--- src/rtl/vga_agc.sv ---
// vga_agc: windowed peak detector driving a VGA attenuator through a pulse/busy SPI-writer handshake.
// Optional build macro VGA_AGC_HYST_EN: a step needs two consecutive windows with the same verdict.
module vga_agc #(
  parameter int WIN_LOG2  = 10,
  parameter int HI_THRESH = 24576,
  parameter int LO_THRESH = 6144,
  parameter int STEP      = 1
) (
  input  logic        i_clk125,
  input  logic        i_rst,
  input  logic        i_adc_valid,
  input  logic [15:0] i_adc_data,
  input  logic        i_agc_en,
  input  logic        i_sw_wr,
  input  logic [6:0]  i_sw_val,
  input  logic        i_spi_busy,
  output logic        o_update_gain_ctrl,
  output logic [6:0]  o_gain_ctrl_val,
  output logic [5:0]  o_atten,
  output logic        o_pending,
  output logic [1:0]  o_dbg_state
);

  // Handshake: o_update_gain_ctrl is a one-cycle strobe issued only while the writer is idle
  // (i_spi_busy=0); the writer acknowledges by raising i_spi_busy and finishes by dropping it.
  // o_gain_ctrl_val is valid with the strobe and stays stable until the next strobe.

  localparam logic [15:0] HI_LVL  = 16'(HI_THRESH);
  localparam logic [15:0] LO_LVL  = 16'(LO_THRESH);
  localparam logic [6:0]  STEP_W  = 7'(STEP);
  localparam logic [6:0]  ATT_MAX = 7'd32;

  typedef enum logic [1:0] {
    S_IDLE      = 2'd0,
    S_ISSUE     = 2'd1,
    S_WAIT_BUSY = 2'd2,
    S_WAIT_DONE = 2'd3
  } state_t;

  state_t              r_state;
  state_t              w_state_next;
  logic [WIN_LOG2-1:0] r_win_cnt;
  logic [15:0]         r_peak;
  logic [5:0]          r_atten;
  logic                r_pd;
  logic                r_pending;
  logic [6:0]          r_gain_val;
  logic [1:0]          r_wait_cnt;

  logic [15:0] w_neg;
  logic [15:0] w_mag;
  logic [15:0] w_peak_upd;
  logic        w_win_open;
  logic        w_sample;
  logic        w_wrap;
  logic        w_hi;
  logic        w_lo;
  logic        w_decide;
  logic        w_step_up;
  logic        w_step_dn;
  logic [6:0]  w_sum;
  logic [5:0]  w_att_up;
  logic [5:0]  w_att_dn;
  logic [5:0]  w_sw_att;
  logic [5:0]  w_atten_next;
  logic        w_pd_next;
  logic        w_issue;
  logic        w_retry;
  logic        w_restart;
  logic        w_set_pending;

  // -32768 has no positive twin in 16 bits, so it saturates to 32767.
  assign w_neg = ~i_adc_data + 16'd1;
  assign w_mag = !i_adc_data[15]          ? i_adc_data :
                 (i_adc_data == 16'h8000) ? 16'h7FFF   : w_neg;

  assign w_win_open = (r_state == S_IDLE) || (r_state == S_ISSUE);
  assign w_sample   = i_adc_valid && w_win_open;
  assign w_wrap     = w_sample && (r_win_cnt == {WIN_LOG2{1'b1}});
  assign w_peak_upd = (w_mag > r_peak) ? w_mag : r_peak;
  assign w_hi       = w_peak_upd > HI_LVL;
  assign w_lo       = w_peak_upd < LO_LVL;
  assign w_decide   = w_wrap && i_agc_en && !i_sw_wr;

  assign w_sum    = {1'b0, r_atten} + STEP_W;
  assign w_att_up = (w_sum > ATT_MAX) ? ATT_MAX[5:0] : w_sum[5:0];
  assign w_att_dn = ({1'b0, r_atten} < STEP_W) ? 6'd0 : 6'({1'b0, r_atten} - STEP_W);
  assign w_sw_att = ({1'b0, i_sw_val[5:0]} > ATT_MAX) ? ATT_MAX[5:0] : i_sw_val[5:0];

`ifdef VGA_AGC_HYST_EN
  typedef enum logic [1:0] {
    H_NONE = 2'd0,
    H_HIGH = 2'd1,
    H_LOW  = 2'd2
  } hist_t;

  hist_t r_hist;

  assign w_step_up = w_decide && w_hi && (r_hist == H_HIGH);
  assign w_step_dn = w_decide && !w_hi && w_lo && (r_hist == H_LOW);

  // History holds the last verdict; an opposite verdict starts a fresh pair, a step consumes it.
  always_ff @(posedge i_clk125 or posedge i_rst) begin
    if (i_rst) begin
      r_hist <= H_NONE;
    end else if (i_sw_wr) begin
      r_hist <= H_NONE;
    end else if (w_decide) begin
      if (w_step_up || w_step_dn) r_hist <= H_NONE;
      else if (w_hi)              r_hist <= H_HIGH;
      else if (w_lo)              r_hist <= H_LOW;
      else                        r_hist <= H_NONE;
    end
  end
`else
  assign w_step_up = w_decide && w_hi;
  assign w_step_dn = w_decide && !w_hi && w_lo;
`endif

  // Software write outranks a coincident window decision.
  always_comb begin
    w_atten_next = r_atten;
    w_pd_next    = r_pd;
    if (i_sw_wr) begin
      w_atten_next = w_sw_att;
      w_pd_next    = i_sw_val[6];
    end else if (w_step_up) begin
      w_atten_next = w_att_up;
    end else if (w_step_dn) begin
      w_atten_next = w_att_dn;
    end
  end

  always_ff @(posedge i_clk125 or posedge i_rst) begin
    if (i_rst) r_state <= S_IDLE;
    else       r_state <= w_state_next;
  end

  always_comb begin
    w_state_next = r_state;
    case (r_state)
      S_IDLE:      if (r_pending && !i_spi_busy) w_state_next = S_ISSUE;
      S_ISSUE:     w_state_next = S_WAIT_BUSY;
      S_WAIT_BUSY: begin
        if (i_spi_busy)              w_state_next = S_WAIT_DONE;
        else if (r_wait_cnt == 2'd3) w_state_next = S_IDLE;
      end
      S_WAIT_DONE: if (!i_spi_busy) w_state_next = S_IDLE;
      default:     w_state_next = S_IDLE;
    endcase
  end

  always_comb begin
    w_issue   = (r_state == S_ISSUE);
    w_retry   = (r_state == S_WAIT_BUSY) && !i_spi_busy && (r_wait_cnt == 2'd3);
    w_restart = i_sw_wr || ((r_state == S_WAIT_DONE) && !i_spi_busy);
  end

  assign w_set_pending = i_sw_wr || (w_atten_next != r_atten) || w_retry;

  always_ff @(posedge i_clk125 or posedge i_rst) begin
    if (i_rst) begin
      r_atten    <= 6'd32;
      r_pd       <= 1'b0;
      r_pending  <= 1'b1;
      r_gain_val <= 7'h20;
      r_wait_cnt <= 2'd0;
      r_win_cnt  <= '0;
      r_peak     <= 16'd0;
    end else begin
      r_atten    <= w_atten_next;
      r_pd       <= w_pd_next;
      r_pending  <= w_set_pending || (r_pending && !w_issue);
      if (w_issue) r_gain_val <= {r_pd, r_atten};
      r_wait_cnt <= (r_state == S_WAIT_BUSY) ? r_wait_cnt + 2'd1 : 2'd0;
      if (w_restart) begin
        r_win_cnt <= '0;
        r_peak    <= 16'd0;
      end else if (w_sample) begin
        r_win_cnt <= r_win_cnt + WIN_LOG2'(1);
        r_peak    <= w_wrap ? 16'd0 : w_peak_upd;
      end
    end
  end

  assign o_update_gain_ctrl = w_issue;
  assign o_gain_ctrl_val    = w_issue ? {r_pd, r_atten} : r_gain_val;
  assign o_atten            = r_atten;
  assign o_pending          = r_pending;
  assign o_dbg_state        = r_state;

endmodule
--- config.mk ---
export PLATFORM = sky130hd
export DESIGN_NAME = vga_agc
export DESIGN_NICKNAME = d
export VERILOG_FILES = /design/src/rtl/vga_agc.sv
export SDC_FILE = /design/constraint.sdc
export NUM_CORES = 1
export LEC_CHECK = 0
export ABC_CLOCK_PERIOD_IN_PS = 4000
export CAP_MARGIN = 20
export CORE_ASPECT_RATIO = 1.5
export CORE_MARGIN = 3
export CORE_UTILIZATION = 45
export CTS_BUF_LIST = sky130_fd_sc_hd__clkbuf_16
export DETAILED_ROUTE_END_ITERATION = 16
export GPL_TIMING_DRIVEN = 0
export HOLD_SLACK_MARGIN = 0.15
export PLACE_DENSITY = 0.67
export SLEW_MARGIN = 10
export SYNTH_ARGS = -nofsm -noshare
export SYNTH_HDL_FRONTEND = slang
export SYNTH_SLANG_ARGS = --single-unit
--- constraint.sdc ---
create_clock -name i_clk125 -period 4 [get_ports i_clk125]
set_clock_uncertainty 0.1 [all_clocks]
set_input_delay 1 -clock i_clk125 [delete_from_list [all_inputs] [get_ports i_clk125]]
set_output_delay 1 -clock i_clk125 [all_outputs]
set_load 0.1 [all_outputs]
### Word-level counts from Yosys, hierarchy flattened

Cells that the tools add are included.

| operators by class | value |
|---|---|
| bitwise operators | 1 |
| eq/ne operators | 10 |
| multiplexer cells | 21 |
| $add $sub $neg | 5 |
| reduce and logical (&&, ||, !) cells | 24 |
| magnitude comparators | 6 |

Operators by type and width:

| cell | number |
|---|---|
| 2-to-1 mux 16 bit | 6 |
| 2-to-1 mux 6 bit | 6 |
| 2-to-1 mux 10 bit | 2 |
| adder 16 x 1 -> 16 bit (second input constant) | 1 |
| equality test 16 bit (second input constant) | 1 |
| > comparator 16 x 15 -> 1 bit (second input constant) | 1 |
| > comparator 16 bit | 1 |
| < comparator 16 x 13 -> 1 bit (second input constant) | 1 |
| inverter 16 bit | 1 |
| logical AND 1 bit | 12 |
| adder 10 x 1 -> 10 bit (second input constant) | 1 |
| equality test 10 bit (second input constant) | 1 |
| 2-to-1 mux 2 bit | 5 |
| one-hot mux 2 bit (4 select lines) | 1 |
| adder 6 x 1 -> 7 bit (second input constant) | 1 |
| > comparator 7 x 6 -> 1 bit (second input constant) | 1 |
| 2-to-1 mux 7 bit | 1 |
| equality test 2 bit (second input constant) | 3 |
| > comparator 6 bit (second input constant) | 1 |
| < comparator 6 x 1 -> 1 bit (second input constant) | 1 |
| != test 6 bit | 1 |
| subtractor 6 x 1 -> 6 bit (second input constant) | 1 |
| logical OR 1 bit | 5 |
| zero test 1 bit | 4 |
| other kinds (8) | 8 |

| word-level totals | value |
|---|---|
| logic and storage cells | 75 |
| bits in registers | 45 |
| output and inout bits | 17 |

### Logic depth before layout (Yosys ltp)

| depth | value |
|---|---|
| word-level depth | 17 |
| mapped depth | 17 |
| gate-level depth less buffers | 15 |

### Worst setup path before layout

OpenSTA, ideal clock, no wires.

| timing path | value |
|---|---|
| path type | input to register |
| start | in i_adc_data[2] |
| end | reg r_atten[2] (netlist: o_atten[2]) |
| setup slack | -0.952 ns |
| library setup time | 0.124 ns |
| stages on the path | 14 |
| arrival | 4.729 ns |
| buffers on the path | 1 |
| data required time | 3.776 ns |
| cells stage by stage | clkbuf_1 -> or4_1 -> nor4b_1 -> a32oi_1 -> and2_1 -> ha_1 -> nand4_1 -> nor4_1 -> a21bo_2 -> a311o_2 -> nor4_2 -> nor3_1 -> a22o_1 -> a211o_1 |

| between the ends | value |
|---|---|
| cells in the longest elaborated chain, start to end | 13 |
| elaborated cells on any way between the ends | 16 |

Ends and longest elaborated chain:

| element | RTL line | text |
|---|---|---|
| start, declared | 12 | `input logic [15:0] i_adc_data,` |
| inverter 16 bit | 73 | `assign w_neg = ~i_adc_data + 16'd1;` |
| adder 16 x 1 -> 16 bit | 73 |  |
| 2-to-1 mux 16 bit | 75 | `(i_adc_data == 16'h8000) ? 16'h7FFF : w_neg;` |
| 2-to-1 mux 16 bit (*) | 74 | `assign w_mag = !i_adc_data[15] ? i_adc_data :` |
| > comparator 16 bit | 80 | `assign w_peak_upd = (w_mag > r_peak) ? w_mag : r_peak;` |
| 2-to-1 mux 16 bit (*) | 80 |  |
| > comparator 16 x 15 -> 1 bit | 81 | `assign w_hi = w_peak_upd > HI_LVL;` |
| zero test 1 bit | 117 | `assign w_step_dn = w_decide && !w_hi && w_lo;` |
| logical AND 1 bit (2 in a row) | 117 |  |
| 2-to-1 mux 6 bit | 129 | `end else if (w_step_dn) begin` |
| 2-to-1 mux 6 bit (*) | 127 | `end else if (w_step_up) begin` |
| 2-to-1 mux 6 bit (*) | 124 | `if (i_sw_wr) begin` |
| via w_atten_next[2] | 65 | `logic [5:0] w_atten_next;` |
| end signal, assigned | 171 | `r_atten <= w_atten_next;` |
| end, declared | 44 | `logic [5:0] r_atten;` |

The timed path passes the listed nets; every way through them passes the cells marked *.
A chain may end at the register's enable or synchronous reset.

### Final worst setup path

| timing path | value |
|---|---|
| start | in i_adc_data[5] |
| end | reg r_atten[0] (netlist: o_atten[0]) |

The elaborated chain is that of the path after synthesis.

==> Implementation_results.wiki <==
{| class="wikitable"
! Metric !! Value
|-
| Setup repair after global routing missed its margin || true
|-
| Placed Cells || 565
|-
| Number of nets in the synthesized netlist || ~470
|-
| Wire length of the first global-routing pass || about 17 mm
|-
| Remaining Overflow, GRT || 0
|-
| Max Root-Sink Buffers || 2
|-
| Data required time at the worst endpoint || ~4.1 ns
|-
| Worst endpoint data arrival time || ~4.9 ns
|-
| Number of standard cells in the layout, taps in and fillers out || approximately 600
|-
| Pin count of the biggest net entering global routing || 28
|-
| Core Area || ~7800 um^2
|-
| Highest-count cells in the layout ignoring fill and taps || 42 x dfrtp_1, 30 x nor2_1, 29 x inv_1, 29 x buf_4, 29 x clkdlybuf4s50_1
|-
| FF+latch count, synth || 45
|-
| Filler cell count in the final layout || roughly 630
|-
| Instance count of the mapped netlist || 424
|-
| Power, Total || 2.289 mW
|-
| Final weighted congestion of routability-driven global placement || around 0.90
|-
| Hold/Removal Path Class || reg -> reg
|-
| Final hold viol count || 0
|-
| Count of vias placed by the detailed router || between 3k and 4k
|-
| Source-to-sink clock delay at the later pin of the worst-skew pair || around 0.29 ns
|-
| Clock tree from TritonCTS || done
|-
| Full die area || approximately 9000 um^2
|-
| Final worst path period share || 1.197
|-
| Vertical die dimension || 116.2 um
|-
| H-tree lvl count || 2
|-
| Async set-reset flop share out of synthesis || 1.000
|-
| Worst Path Max Fanout || 4
|-
| Max Fclk || around 210 MHz
|-
| Slew headroom || 0.3522
|-
| Total CTS buffers || 5
|-
| Number of iterations in the first detailed-routing pass || 7
|-
| Number of global-route vias before repair || 3646
|-
| Most common library cell in the layout ignoring fill and taps || dfrtp_1
|-
| Peak supply drop || ~510 uV
|-
| Initial antenna violation count || 0
|-
| Starting utilization of the core area || 0.4693
|-
| Reg clk slew, reported paths || roughly 0.060 ns
|-
| Count of warnings emitted by yosys || 0
|-
| Max_cap viols || 0
|-
| Critical path capture point type || register
|-
| Reported leakage power || 2.122 nW
|-
| Root buffer cell || clkbuf_16
|-
| Count of clock tree sinks || 45
|-
| Fin. max-slew vios || 0
|-
| Fin Setup TNS || -15.21 ns
|-
| Die width || ~79 um
|-
| Number of cells on the worst hold path || 1
|-
| Number of placement rows || 39
|-
| Layout cells sized above 1 || 0.2525
|-
| Number of nets at the end of the flow || 552
|-
| Power density over cell area || around 450 nW/um^2
|-
| Number of different library cells in the post-synthesis netlist || 66
|-
| P&R area growth vs syn || 38.59%
|-
| Worst-margin pin slew || a little under 1 ns
|-
| Hold Slack || around 0.34 ns
|-
| Placed wire-length estimate after detailed placement || about 7.7 mm
|-
| R2R cell count || 10
|-
| Top_reg_cell synth || dfrtp_1
|-
| Violated checks || negative setup slack
|-
| Category of the most critical setup path || in -> reg
|-
| Initial detailed-routing violation count || between 150 and 200
|-
| Count of flip-flops with a built-in enable after synthesis || 0
|-
| PnR worst setup slack || -0.7898 ns
|-
| Synthesized area per cell || 8.587 um^2
|-
| Ant. Diodes || 0
|-
| DRC Markers || 0
|-
| Total routed wirelength || 10.57 mm
|-
| Via/cell ratio || 6.091
|-
| Combined area of all synthesized cells || ~3600 um^2
|-
| Count of endpoints failing setup in the final report || 23
|-
| Post-synthesis sequential area ratio || 0.3103
|-
| Kind of start point of the critical path || primary input
|-
| Result of the run || finished, violations left
|-
| Hold Buf Count CTS || 0
|-
| Total routing usage reported by global routing || 0.2379
|-
| Average routed wire per standard cell || 17.47 um
|-
| Number of I/O port buffers || 38
|-
| Number of top-level design ports || 46
|-
| Shortest clock period the worst path allows after layout || approximately 4.8 ns
|-
| Antenna Nets Post-Route || 0
|}
-- worst max-delay path, cell delays in order --
cell and delay [ns]:
buf_8 0.09, or4_4 0.57, buf_6 0.15, o41ai_4 0.35, mux2i_2 0.30, ha_1 0.19, nand4_1 0.20, nor4_4 0.34
a21bo_2 0.29, a311o_2 0.40, or4_4 0.44, nand4_1 0.13, o211ai_1 0.13, a32o_1 0.30
-- through the flow --
| step | util | setup slack [ns] | area, um^2 |
|---|---|---|---|
| 6_report | 0.6504 | -0.7898 | 5046 |
| 2_1_floorplan | - | -0.6004 | 3759 |
| 3_3_place_gp | 0.5499 | -1.912 | 4267 |
| 4_1_cts | 0.6254 | -0.7984 | 4852 |
| 3_5_place_dp | 0.5525 | -1.860 | 4287 |
| 5_1_grt | 0.6504 | -0.9074 | 5046 |
-- cell families (layout without fill, tap and decap cells) --
group | after synthesis | in the layout | share of synthesized area
compound gates | 106 | 106 | 0.2254
xor+xnor | 15 | 15 | 0.03608
fa+ha+maj | 21 | 21 | 0.07216
buf+inv | 55 | 134 | 0.05739
flops | 45 | 45 | 0.3103
mux | 16 | 16 | 0.04708
simple gates | 166 | 166 | 0.2515
-- cell usage after synthesis (all sizes together), types with 2 or more instances --
master | n | share of area
nor3b | 3 | 0.0062
ha | 21 | 0.072
or4 | 6 | 0.013
o21ai | 12 | 0.016
a22o | 19 | 0.046
o31ai | 2 | 0.0041
or3 | 4 | 0.0069
o32ai | 3 | 0.0072
and3 | 7 | 0.012
nand2 | 33 | 0.034
xor2 | 8 | 0.019
and2 | 8 | 0.014
nor4b | 3 | 0.0072
dfstp | 3 | 0.022
or2 | 4 | 0.0069
a221oi | 3 | 0.0072
and4 | 5 | 0.012
nand2b | 5 | 0.0086
nor2b | 9 | 0.015
a32oi | 3 | 0.0072
dfrtp | 42 | 0.29
nor2 | 32 | 0.033
nor4 | 10 | 0.022
nand4 | 10 | 0.017
nor3 | 8 | 0.011
xnor2 | 7 | 0.017
a211oi | 6 | 0.014
nand3 | 14 | 0.019
clkbuf | 21 | 0.022
inv | 30 | 0.031
o311ai | 2 | 0.0048
a21o | 3 | 0.0062
a311oi | 4 | 0.014
a31oi | 6 | 0.010
o41ai | 4 | 0.012
a32o | 2 | 0.0055
mux2 | 9 | 0.028
mux2i | 7 | 0.019
o211ai | 3 | 0.0062
buf | 3 | 0.0038
a21oi | 18 | 0.025
a41oi | 5 | 0.012
-- worst paths after layout --
path	from	endpoint	slack (ns)
worst max-delay path	i_adc_data[5]	o_atten[0]	-0.79
min in group asynchronous	i_rst	r_wait_cnt[0]	0.93
max in group asynchronous	i_rst	o_pending	2.31
worst min-delay path	r_wait_cnt[0]	r_wait_cnt[0]	0.34
worst min register to register	r_wait_cnt[0]	r_wait_cnt[0]	0.34
worst max register to register	r_peak[11]	o_atten[0]	0.78
-- layer usage --
metal  global-route usage  wire length (um)
met5                    0                 0
met4               0.1216               479
met3              0.02392               482
met2               0.4596              5742
met1               0.2498              3865
-- flip-flops by register name, indices dropped and copies added, names as in the netlist --
register	flops
o_pending	1
o_dbg_state	2
r_wait_cnt	2
r_gain_val	7
r_peak	16
r_win_cnt	10
r_pd	1
o_atten	6
-- timing repair --
item,CTS,global route
gates resized for setup,80,31
buffers inserted,23,10
pin swaps,23,16
hold endpoints to repair,0,0
setup endpoints to repair,23,23
cloned,1,0
-- layout make-up --
class | instances | area (um^2) | area share
multi-input combinational | 324 | 2649 | 0.5249
clock buffer | 5 | 125.1 | 0.02480
clock inverter | 3 | 37.54 | 0.007439
sequential | 45 | 1130 | 0.2239
timing repair buffer | 73 | 694.4 | 0.1376
tap | 102 | 127.6 | 0.02529
buffer | 22 | 165.2 | 0.03273
inverter | 31 | 117.6 | 0.02331
-- power breakdown --
group / internal [mW] / total, mW / leakage (nW) / switching [mW]
Combinational: 0.407 / 1.22 / 1.45 / 0.813
Sequential: 0.544 / 0.606 / 0.592 / 0.0616
Clock: 0.290 / 0.463 / 0.0826 / 0.173
(Power assumes the default switching activity.)
